## src/rtl/fetch_stage.sv

```systemverilog
// fetch_stage -- instruction fetch front end.
//
// Generates fetch PCs, issues 16-bit word requests to instruction memory,
// buffers returned words with their PCs and presents them to decode with a
// valid/ready handshake. A taken-branch redirect flushes the buffer and
// discards responses still in flight. Fetch stops once an HLT (opcode 4'hF)
// has been received, and halts for good when decode consumes it.
//
// Parameters
//   RESET_PC        first PC fetched after reset
//   FIFO_DEPTH      buffer entries and in-flight request limit (power of 2, >= 2)
//
// Ports
//   clk, rst        clock, synchronous active-high reset
//   imem_req/addr   request valid / word address (current fetch PC)
//   imem_ready      memory accepts the request this cycle
//   imem_rvalid     response valid (in request order, latency >= 1)
//   imem_rdata      returned instruction word
//   instr_valid     buffer head valid toward decode
//   instr           head instruction word
//   instr_pc        PC of head instruction
//   instr_pc_plus2  instr_pc + 2 (wraps)
//   instr_ready     decode consumes the head this cycle
//   redirect        branch taken: flush and refetch from redirect_pc
//   redirect_pc     new fetch PC
//   halted          sticky, set once decode has consumed an HLT
//
// Build option FETCH_PERF_EN adds perf_fetched (buffer pushes) and
// perf_stall (cycles with instr_valid && !instr_ready), both saturating.
module fetch_stage #(
    parameter logic [15:0] RESET_PC   = 16'h0000,
    parameter int          FIFO_DEPTH = 2
) (
    input  logic        clk,
    input  logic        rst,
    output logic        imem_req,
    output logic [15:0] imem_addr,
    input  logic        imem_ready,
    input  logic        imem_rvalid,
    input  logic [15:0] imem_rdata,
    output logic        instr_valid,
    output logic [15:0] instr,
    output logic [15:0] instr_pc,
    output logic [15:0] instr_pc_plus2,
    input  logic        instr_ready,
    input  logic        redirect,
    input  logic [15:0] redirect_pc,
    output logic        halted
`ifdef FETCH_PERF_EN
    ,
    output logic [15:0] perf_fetched,
    output logic [15:0] perf_stall
`endif
);

    localparam int PW = $clog2(FIFO_DEPTH);
    localparam int CW = PW + 1;
    localparam logic [CW-1:0] DEPTH_C = CW'(FIFO_DEPTH);

    logic [15:0]   fetch_pc;

    logic [15:0]   buf_instr [FIFO_DEPTH];
    logic [15:0]   buf_pc    [FIFO_DEPTH];
    logic [PW-1:0] buf_wr;
    logic [PW-1:0] buf_rd;
    logic [CW-1:0] count;

    // PCs of outstanding requests; popped by every response, dropped or not,
    // so it always lines up with what memory returns next.
    logic [15:0]   pcq [FIFO_DEPTH];
    logic [PW-1:0] pcq_wr;
    logic [PW-1:0] pcq_rd;
    logic [CW-1:0] inflight;
    logic [CW-1:0] drop_cnt;

    logic          halt_seen;

    logic          redirect_eff;
    logic [CW-1:0] occupancy;
    logic          issue;
    logic          resp_drop;
    logic          push;
    logic          pop;

    always_comb begin
        redirect_eff = redirect && !halted;
        occupancy    = count + inflight;
        imem_req     = !rst && !halt_seen && !halted && !redirect && (occupancy < DEPTH_C);
        issue        = imem_req && imem_ready;
        resp_drop    = imem_rvalid && (drop_cnt != '0);
        // A response arriving with the redirect belongs to the old path too.
        push         = imem_rvalid && !resp_drop && !halt_seen && !redirect_eff;
        instr_valid  = !rst && (count != '0);
        pop          = instr_valid && instr_ready;
    end

    assign imem_addr      = fetch_pc;
    assign instr          = buf_instr[buf_rd];
    assign instr_pc       = buf_pc[buf_rd];
    assign instr_pc_plus2 = buf_pc[buf_rd] + 16'd2;

    always_ff @(posedge clk) begin
        if (push) begin
            buf_instr[buf_wr] <= imem_rdata;
            buf_pc[buf_wr]    <= pcq[pcq_rd];
        end
        if (issue) begin
            pcq[pcq_wr] <= fetch_pc;
        end
    end

    always_ff @(posedge clk) begin
        if (rst) begin
            fetch_pc  <= RESET_PC;
            buf_wr    <= '0;
            buf_rd    <= '0;
            count     <= '0;
            pcq_wr    <= '0;
            pcq_rd    <= '0;
            inflight  <= '0;
            drop_cnt  <= '0;
            halt_seen <= 1'b0;
            halted    <= 1'b0;
        end else begin
            if (issue) begin
                pcq_wr <= pcq_wr + 1'b1;
            end
            if (imem_rvalid) begin
                pcq_rd <= pcq_rd + 1'b1;
            end
            unique case ({issue, imem_rvalid})
                2'b10:   inflight <= inflight + 1'b1;
                2'b01:   inflight <= inflight - 1'b1;
                default: ;
            endcase

            if (pop && (instr[15:12] == 4'hF)) begin
                halted <= 1'b1;
            end

            if (redirect_eff) begin
                fetch_pc  <= redirect_pc;
                buf_rd    <= buf_wr;
                count     <= '0;
                halt_seen <= 1'b0;
                // Recomputed from scratch so a second redirect does not double count.
                drop_cnt  <= inflight - {{(CW-1){1'b0}}, imem_rvalid};
            end else begin
                if (issue) begin
                    fetch_pc <= fetch_pc + 16'd2;
                end
                if (resp_drop) begin
                    drop_cnt <= drop_cnt - 1'b1;
                end
                if (push) begin
                    buf_wr <= buf_wr + 1'b1;
                    if (imem_rdata[15:12] == 4'hF) begin
                        halt_seen <= 1'b1;
                    end
                end
                if (pop) begin
                    buf_rd <= buf_rd + 1'b1;
                end
                unique case ({push, pop})
                    2'b10:   count <= count + 1'b1;
                    2'b01:   count <= count - 1'b1;
                    default: ;
                endcase
            end
        end
    end

`ifdef FETCH_PERF_EN
    always_ff @(posedge clk) begin
        if (rst) begin
            perf_fetched <= '0;
            perf_stall   <= '0;
        end else begin
            if (push && (perf_fetched != 16'hFFFF)) begin
                perf_fetched <= perf_fetched + 16'd1;
            end
            if (instr_valid && !instr_ready && (perf_stall != 16'hFFFF)) begin
                perf_stall <= perf_stall + 16'd1;
            end
        end
    end
`endif

    // Every response and every buffered word was once a counted request.
    a_no_overflow : assert property (@(posedge clk) disable iff (rst) occupancy <= DEPTH_C);
    a_resp_expected : assert property (@(posedge clk) disable iff (rst) imem_rvalid |-> (inflight != '0));

endmodule
```

## config.mk

```make
export PLATFORM = sky130hd
export DESIGN_NAME = fetch_stage
export DESIGN_NICKNAME = d
export VERILOG_FILES = /design/src/rtl/fetch_stage.sv
export SDC_FILE = /design/constraint.sdc
export NUM_CORES = 1
export LEC_CHECK = 0
export ABC_AREA = 1
export CAP_MARGIN = 20
export CORE_MARGIN = 4
export CORE_UTILIZATION = 40
export CTS_BUF_LIST = sky130_fd_sc_hd__clkbuf_8
export DETAILED_ROUTE_END_ITERATION = 16
export GPL_TIMING_DRIVEN = 0
export SETUP_SLACK_MARGIN = 0.3
export SYNTH_ARGS = -nofsm -noshare
export SYNTH_HDL_FRONTEND = slang
export SYNTH_SLANG_ARGS = --single-unit
```

## constraint.sdc

```tcl
create_clock -name clk -period 3.6 [get_ports clk]
set_clock_uncertainty 0.15 [all_clocks]
set_input_delay 0.54 -clock clk [delete_from_list [all_inputs] [get_ports clk]]
set_output_delay 0.54 -clock clk [all_outputs]
set_load 0.05 [all_outputs]
```

* Yosys cells after proc, flatten, opt, wreduce, memory -nomap -nowiden
Memory sizes are Yosys's and may differ from the RTL's. A register that Yosys moved wholly into a read port is not among the register bits. Index checks and enable logic that the tools add are counted. Widths: inputs -> output; s select.
Word-level totals: word-level logic and storage cells 81, flip-flop bits (word level) 28, memories kept 3, input bits 38, RAM bits 96
Memories:
- buf_instr | words 2, width 16, read ports 1, clocked after Yosys merged registers in 1, write ports 1, RTL line 62 | logic [15:0] buf_instr [FIFO_DEPTH];
- buf_pc | words 2, width 16, read ports 1, clocked after Yosys merged registers in 1, write ports 1, RTL line 63 | logic [15:0] buf_pc [FIFO_DEPTH];
- pcq | words 2, width 16, read ports 1, clocked after Yosys merged registers in 1, write ports 1, RTL line 70 | logic [15:0] pcq [FIFO_DEPTH];
Cells by class: equal/unequal tests 6, add/sub/neg operators 13, bitwise logic cells 1, order comparisons 1, mux-type cells 18, reductions and logical operators 29
Operators by type and width (count):
- $add 16x2->16 const B | 2
- $mux 16 | 2
- $reduce_bool 2->1 | 7
- $logic_and 1x1->1 | 13
- $mux 1 | 12
- $eq 4x4->1 const B | 2
- $pmux 2 s2 | 2
- $logic_not 1->1 | 6
- $sub 2x1->2 const B | 3
- $add 1x1->1 const B | 4
- $add 2x1->2 const B | 2
- $eq 2x1->1 const B | 2
- $eq 2x2->1 const B | 2
- $mux 2 | 2
- $reduce_and 2->1 | 2
- $add 2x2->2 | 1
- $lt 2x2->1 const B | 1
- $reduce_or 2->1 | 1
- $sub 2x1->2 | 1
- $not 1->1 | 1

* Logic depth before layout (Yosys ltp)
Gate-level depths: netlist (run 1).
depth in word-level cells 8, gate-level depth with buffers 12, gate-level depth less buffers 12

* Worst setup path before layout (run 1)
No wires, ideal clock.
kind reg-to-output, start point reg (tool-made name), end point out instr_pc_plus2[9], stages on the path, launching flop included 10, arrival time 2.958 ns, slack -0.048 ns, cells stage by stage dfxtp_1 -> buf_6 -> o21ai_2 -> inv_1 -> ha_1 -> inv_1 -> nor2_4 -> nand2_2 -> nor2_4 -> nor2_1
RTL lines:
- end: declaration | RTL line 44 | output logic [15:0] instr_pc_plus2,

==> results of run 1 <==
[per-layer routing]
layer	part of all wire (%)	up-vias	wire length, microns	track usage (%)
li1	-	2174	-	-
met5	0	-	0	0
met3	5.7	17	722	4.08
met2	49	123	6230	27.0
met4	1.4	0	176	6.05
met1	44	1984	5570	19.5
[repair_timing]
| action | CTS | global route |
|---|---|---|
| gates resized for setup | 31 | 10 |
| hold buffers | 0 | 0 |
| setup endpoints to repair | 29 | 9 |
[state kept, by name, indices dropped and copies added, names as in the netlist, 2 cells and up, named ones only]
name       cells
buf_instr     32
buf_pc        32
count          2
drop_cnt       2
imem_addr     16
inflight       2
pcq           32
[worst min-delay path by stage]
| stage | from | end | cells past startpoint |
|---|---|---|---|
| global placement | imem_addr[0] | pcq[0][0] | 0 |
| CTS | rst | imem_addr[1] | 2 |
| finish | rst | imem_addr[1] | 2 |
| global route | rst | halted | 2 |
| detailed placement | imem_addr[0] | pcq[1][0] | 0 |
| floorplan | halt_seen | halt_seen | 2 |
[report_power, final]
group	switching, mW	internal, mW	total (mW)
Combinational	0.482	0.246	0.728
Clock	0.568	0.886	1.45
Sequential	0.0470	1.64	1.68
[layout make-up]
cell class	instances	share of cell area, %
plain buffers	17	1.35
clock buffers	20	3.58
clock inverters	12	2.70
inverters	73	3.56
multi-input cells	362	26.7
flip-flops and latches	126	45.3
well taps	184	2.99
repair buffers	107	13.8
[metrics by stage]
stage	hold WS (ps)	util [%]	instances	instance area (sq um)	setup slack (ps)
after floorplan	324	-	578	5900	425
after global placement	328	49.5	865	7160	-760
after detailed placement	329	50.0	869	7240	277
after CTS	240	53.2	901	7700	227
after global routing	275	53.1	901	7690	264
final	276	53.1	901	7690	476
[Yosys cell counts (all sizes together), types with 7 or more instances]
| master | n |
|---|---|
| a21oi | 13 |
| buf | 7 |
| clkbuf | 10 |
| dfxtp | 30 |
| edfxtp | 96 |
| inv | 71 |
| mux2 | 29 |
| nand2 | 134 |
| nand3 | 38 |
| nand4 | 7 |
| nor2 | 77 |
| o21ai | 35 |
| xor2 | 7 |
[logic make-up (layout without fill, tap and decap cells)]
kind of cell / count (synthesis) / in the layout
and+or+nand+nor: 267 / 267
DFF: 126 / 126
buffers and inverters: 90 / 229
AOI/OAI and AO/OA: 52 / 52
muxes: 29 / 29
xor gates and xnor gates: 8 / 8
adders and majority gates: 6 / 6
==> qor.txt, run 1 <==
Die Area: 0.0167 sq mm
most common cell after layout, fill and taps aside: nand2_1
Ys Warns: 0
htree depth: 4
slew margin rel.: 57.8%
Simple-Gate Fraction of Synth Area: 20.2%
total nets after synthesis: 622
# setup viols final: 0
post-synth top area share: 49.1%
first-pass GRT wire length: 20.7 mm
DP HPWL: 9.28 mm
Pwr Density: 503 mW/mm^2
Seq/Total Area, Yosys: 59.3%
Final Cycle Share: 86.8%
Post-synth ARST share: 0%
Worst Path Buf+Inv: 4
ant diodes: 0
initial core utilization: 40.6%
CORE AREA: 0.0145 sq mm
Fmax: 0.320 GHz
global placement routability congestion: 0.915
leading post-synthesis cells by cell area: edfxtp_1, dfxtp_1, nand2_1
endpoints failing hold: 0
Synth Area in Adders: 1.28%
Worst-Margin Slew: 633 ps
Area Growth Syn to Fin: 30.9%
Setup CP Type: flip-flop to primary output
drt initial violations: 204
Reg clk slew, reported paths: 80 ps
First-pass DRT Iterations: 4
Die Wd: 129 microns
CTS tree: done
Vias/cell: 4.77
Pwr Total: 3.86 mW
arrival time at the worst endpoint: 2430 ps
CTS sink count: 126
EDFF count, synth: 96
Die Ht: 129 microns
CP max-delay cell: clkdlybuf4s50_1
RSZ-0062 raised after global routing: true
Crit path depth: 5
postcts setup bufs: 0
vias: 4298
Slew Viols, Final: 0
most frequent cell on the critical path: buf_6
ratio of cells with drive above 1 in the final layout: 16.7%
max cap viols: 0
post-route ant nets: 0
num rows: 44
Compound-Gate Fraction of Synth Area: 6.07%
time the worst path needs with I/O delays and setup: 3120 ps
Seq. cell area: 0.00348 sq mm
final wirelength: 12.7 mm
xor/xnor share of the synthesized area: 1.19%
Fill cells: 1302
multi-input gate area in the final layout: 0.00205 sq mm
CP Capture Type: primary output
reg2reg end: pcq[0][9]
Most used DFF post-synth: edfxtp_1
CP Data Required Time: 2910 ps
gr usage total: 15.9%
Netlist Area Pre-Place: 0.00587 sq mm
worst hold path type: input pin to flip-flop
Remaining Overflow, GRT: 0
Ports: 105
CP max FO: 10
vias in the first global route: 4221
flops & latches, synth: 126
Avg Inst Size Synth: 10.2 sq um
nets: 748
reg-to-reg slack, setup: 980 ps
status: complete, no violations
P_leak: 3.04 nW
reg2reg path depth: 7
Clk Latency, worst-skew pair: 430 ps
Port-buffer cells: 103
RR Startpoint: halt_seen
clk buf depth: 2
Post-Syn Instances: 578
DRC: 0
mean routed wirelength per cell: 14.1 microns
CP cell instances: buf_8 > buf_6 > buf_6 > mux2_2 > clkdlybuf4s50_1
crit start category: flip-flop
maximum VDD drop: 0.000203 V
most frequent cells in the layout: nand2_1, edfxtp_1, clkdlybuf4s50_1, inv_1, nor2_1
largest family of logic cells by synthesized area: simple AND/OR/NAND/NOR gates
total CTS buffers: 17
initial antenna violation count: 0
slowest stage delay, CP: 700 ps
Worst Setup EP: instr[1]
largest area contributor in the netlist: edfxtp_1
largest net degree at the start of global routing: 30
CTS Root Cell: clkbuf_8
post-synthesis mux area share: 5.56%
crit-path leading delay family: buffers and inverters
synth unique cells: 35
TNS Setup: 0 ps
(Power assumes the default switching activity.)
==> inputs of run 2 (changes only) <==
--- a/config.mk
+++ b/config.mk
@@ -13,6 +13,7 @@
 export DETAILED_ROUTE_END_ITERATION = 16
 export GPL_TIMING_DRIVEN = 0
 export SETUP_SLACK_MARGIN = 0.3
+export SLEW_MARGIN = 20
 export SYNTH_ARGS = -nofsm -noshare
 export SYNTH_HDL_FRONTEND = slang
 export SYNTH_SLANG_ARGS = --single-unit
==> run 2 against run 1 <==
Net effect:
- global-route usage grew 0.095 points
- first-iteration DRC count shrank 22%
- sequential power is essentially flat
- cell area shrank 0.78%
- fmax shrank 0.91%
- sequential share of layout area grew 0.36 points
- clock-buffer cell count shrank 2
- critical path type unchanged
==> qor.txt, run 2 (synthesis gave the netlist of run 1 again) <==
status: complete, no violations
initial core utilization: 40.6%
final wirelength: 12.7 mm
Clk Latency, worst-skew pair: 440 ps
CORE AREA: 0.0145 sq mm
CP cell instances: buf_8 > buf_6 > buf_6 > mux2_2 > clkdlybuf4s50_1
CP max-delay cell: clkdlybuf4s50_1
Die Area: 0.0167 sq mm
initial antenna violation count: 0
Final Cycle Share: 87.6%
Slew Viols, Final: 0
Die Ht: 129 microns
CP Data Required Time: 2910 ps
Fmax: 0.317 GHz
worst hold path type: input pin to flip-flop
Worst-Margin Slew: 825 ps
most frequent cells in the layout: nand2_1, edfxtp_1, clkdlybuf4s50_1, inv_1, nor2_1
Pwr Density: 491 mW/mm^2
vias: 4223
arrival time at the worst endpoint: 2460 ps
Port-buffer cells: 103
first-pass GRT wire length: 20.9 mm
final worst setup slack: 447 ps
endpoints failing hold: 0
ratio of cells with drive above 1 in the final layout: 16.8%
post-route ant nets: 0
gr usage total: 16.0%
biggest regs: buf_instr (32), buf_pc (32), pcq (32)
CTS sink count: 126
RSZ-0062 raised after global routing: true
worst slack, placed: 265 ps
Setup CP Type: flip-flop to primary output
most frequent cell on the critical path: buf_6
DP HPWL: 9.27 mm
drt initial violations: 160
slowest stage delay, CP: 700 ps
CP max FO: 10
maximum VDD drop: 0.000220 V
Die Wd: 129 microns
Area Growth Syn to Fin: 29.9%
DRC: 0
max cap viols: 0
mean routed wirelength per cell: 14.1 microns
most common cell after layout, fill and taps aside: nand2_1
First-pass DRT Iterations: 4
CTS Hold Bufs: 0
slew margin rel.: 44.9%
largest net degree at the start of global routing: 26
htree depth: 4
final standard cell area without fillers: 0.00763 sq mm
clk buf depth: 2
crit start category: flip-flop
Remaining Overflow, GRT: 0
P_leak: 3.00 nW
num rows: 44
time the worst path needs with I/O delays and setup: 3150 ps
vias in the first global route: 4211
# setup viols final: 0
ant diodes: 0
CTS tree: done
CTS Root Cell: clkbuf_8
TNS Setup: 0 ps
Ports: 105
Vias/cell: 4.70
total CTS buffers: 17
global placement routability congestion: 0.915
Post-Place Cell Area: 0.00723 sq mm
nets: 746
CP Capture Type: primary output
Reg clk slew, reported paths: 80 ps
-- run 2: worst paths after layout --
check | start | end | slack, ps | cells after the start
max reg2reg | halted | pcq[0][9] | 1000 | 6
max | flip-flop | instr[1] | 450 | 5
min reg2reg | halted | halted | 360 | 2
min | rst | imem_addr[1] | 270 | 2
-- run 2: layout make-up --
cell class,instances,area [sq um]
buffer,17,106
sequential,126,3480
clock buffer,18,248
timing repair buffer,105,1040
tap,184,230
fill,1301,6850
inverter,73,274
multi-input combinational,362,2060
clock inverter,14,191
-- run 2: repair_timing --
| action | 4_1_cts | 5_1_grt |
|---|---|---|
| gates resized for setup | 32 | 13 |
| endpoints found under the hold margin | 0 | 0 |
| setup buffers | 0 | 0 |
| gates cloned | 0 | 0 |
| endpoints found under the setup margin | 29 | 9 |
-- run 2: critical path: cells and delay by family (launching register included) --
kind / cells / cell delay [ps]
DFF: 1 / 460
muxes: 1 / 340
buffers and inverters: 4 / 1220
-- run 2: through the flow --
step           cells  total power [mW]  hold slack (ps)  util [%]
2_1_floorplan    578              2.21              324         -
3_3_place_gp     865              2.45              328      49.5
3_5_place_dp     867              2.47              341      49.9
4_1_cts          899              3.78              247      52.8
5_1_grt          899              3.90              276      52.7
6_report         899              3.75              267      52.7
-- run 2: power by group --
group          leakage, nW  internal, mW  switching, mW
clock network        0.213         0.772          0.565
registers             1.13          1.64         0.0475
logic                 1.67         0.245          0.482
total                 3.00          2.65           1.09
-- run 2: routing by layer --
| layer | global-route usage [%] | part of all wire [%] |
|---|---|---|
| met5 | 0 | 0 |
| met4 | 5.50 | 1.2 |
| met3 | 4.20 | 5.7 |
| met2 | 27.1 | 49 |
| met1 | 19.9 | 44 |
==> inputs of run 3 (changes only) <==
--- a/config.mk
+++ b/config.mk
@@ -10,8 +10,10 @@
 export CORE_MARGIN = 4
 export CORE_UTILIZATION = 40
 export CTS_BUF_LIST = sky130_fd_sc_hd__clkbuf_8
+export CTS_CLUSTER_SIZE = 25
 export DETAILED_ROUTE_END_ITERATION = 16
 export GPL_TIMING_DRIVEN = 0
+export PLACE_DENSITY_LB_ADDON = 0.1
 export SETUP_SLACK_MARGIN = 0.3
 export SLEW_MARGIN = 20
 export SYNTH_ARGS = -nofsm -noshare
==> run 3 against run 2 <==
Net effect:
- setup slack lost 0.63 ps
- non-clock buffer count is the same
- combinational power is essentially flat
- critical path depth grew 1
- wire length shrank 2.5%
- die area is the same
- clock power shrank 19%
- global-route usage is essentially flat
- cell area shrank 1.1%
- via count shrank 0.73%
- register-to-register slack lost 40 ps
- sequential share of layout area grew 0.49 points
- critical endpoint is now instr_pc_plus2[2]
- largest power group unchanged
==> qor.txt, run 3 (synthesis gave the netlist of run 1 again) <==
status: complete, no violations
first-pass GRT wire length: 20.9 mm
most frequent cells in the layout: nand2_1, edfxtp_1, clkdlybuf4s50_1, inv_1, nor2_1
crit start category: flip-flop
Die Area: 0.0167 sq mm
Logic pwr share: 20.8%
Setup CP Type: flip-flop to primary output
initial antenna violation count: 0
Die Wd: 129 microns
Flop pwr share: 48.1%
num rows: 44
mean routed wirelength per cell: 13.8 microns
vias in the first global route: 4326
RR Startpoint: inflight[1]
biggest regs: buf_instr (32), buf_pc (32), pcq (32)
Clk Latency, worst-skew pair: 430 ps
RSZ-0062 raised after global routing: true
worst slack, placed: 278 ps
Reg clk slew, reported paths: 70 ps
slew margin rel.: 44.0%
Vias/cell: 4.67
initial core utilization: 40.6%
Remaining Overflow, GRT: 0
Port-buffer cells: 103
final worst setup slack: 447 ps
multi-input gate area in the final layout: 0.00206 sq mm
time the worst path needs with I/O delays and setup: 3150 ps
max cap viols: 0
reg-to-reg slack, setup: 960 ps
Seq. cell area: 0.00348 sq mm
Slew Viols, Final: 0
DP HPWL: 9.02 mm
gr usage total: 16.0%
Fmax: 0.317 GHz
Die Ht: 129 microns
CTS sink count: 126
Worst-Margin Slew: 839 ps
Area Growth Syn to Fin: 28.5%
maximum VDD drop: 0.000192 V
Pwr Density: 464 mW/mm^2
Fill cells: 1333
reg2reg end: pcq[0][10]
htree depth: 4
post-route ant nets: 0
arrival time at the worst endpoint: 2460 ps
clk buf depth: 2
Hold WS: 285 ps
# setup viols final: 0
CORE AREA: 0.0145 sq mm
Final Cycle Share: 87.6%
DRC: 0
Ports: 105
P_sw: 1.03 mW
endpoints failing hold: 0
vias: 4192
CTS tree: done
First-pass DRT Iterations: 4
global placement routability congestion: 0.866
drt initial violations: 168
worst hold path type: input pin to flip-flop
Worst Setup EP: instr_pc_plus2[2]
nets: 746
ratio of cells with drive above 1 in the final layout: 15.7%
P_leak: 2.98 nW
reg2reg path depth: 7
postcts setup bufs: 0
total CTS buffers: 17
CP Capture Type: primary output
Clock power frac: 31.2%
largest net degree at the start of global routing: 20
ant diodes: 0
most common cell after layout, fill and taps aside: nand2_1
Pint: 2.47 mW
final wirelength: 12.4 mm
CP max FO: 10
CTS Root Cell: clkbuf_8
CP Data Required Time: 2910 ps
sw frac: 29.5%
[run 3: cell count changes in the layout (fill, tap and decap cells not counted), moves of 2 or more]
cell / before / now
clkinvlp_4: 3 / 1
bufinv_16: 4 / 2
inv_1: 69 / 74
clkinv_4: 3 / 0
clkdlybuf4s15_1: 0 / 2
clkinv_2: 2 / 4
[run 3: worst min path at each step]
stage / startpoint / end / slack (ps) / depth (start not counted)
after floorplan: halt_seen / halt_seen / 320 / 2
after global placement: halt_seen / halt_seen / 340 / 2
after detailed placement: halt_seen / halt_seen / 340 / 2
after CTS: rst / imem_addr[1] / 260 / 2
after global routing: rst / halted / 290 / 2
final: rst / imem_addr[1] / 280 / 2
[run 3: metal layers]
| layer | vias to the layer above | global-route usage (%) | routed length, microns | share of wire (%) |
|---|---|---|---|---|
| li1 | 2167 | - | - | - |
| met1 | 1918 | 20.4 | 5580 | 45 |
| met2 | 99 | 26.6 | 6070 | 49 |
| met3 | 8 | 4.12 | 654 | 5.3 |
| met4 | 0 | 5.50 | 83 | 0.67 |
| met5 | - | 0 | 0 | 0 |
[run 3: final cells by class]
type	instances	area share (%)
flip-flops and latches	126	46.2
multi-input cells	362	27.3
repair buffers	105	13.9
inverters	73	3.63
clock buffers	17	3.10
well taps	184	3.05
clock inverters	14	1.51
plain buffers	17	1.38
[run 3: timing repair]
item | in CTS | in global routing
resized for setup | 31 | 9
endpoints found under the setup margin | 29 | 8
hold buffers | 0 | 0
[run 3: critical path, stage by stage, from the launching register on]
cell and delay (ps):
dfxtp_2 440, buf_6 200, nand2_1 100, o21ai_4 110, inv_1 90, ha_1 290
clkdlybuf4s50_1 790
[run 3: power groups by stage]
stage	sequential, mW	combinational [mW]	clock (mW)
floorplan	1.75	0.455	0
global placement	1.72	0.736	0
detailed placement	1.72	0.752	0
CTS	1.68	0.738	1.13
global route	1.69	0.787	1.20
finish	1.68	0.727	1.09
[run 3: metrics by stage]
stage	util [%]	power [mW]	instances	setup TNS [ps]	cell area, sq um
6_report	52.1	3.50	898	0	7550
5_1_grt	52.1	3.68	898	0	7550
4_1_cts	52.2	3.55	898	0	7560
3_5_place_dp	50.0	2.47	867	0	7240
3_3_place_gp	49.5	2.45	865	-50810	7160
2_1_floorplan	-	2.21	578	0	5900
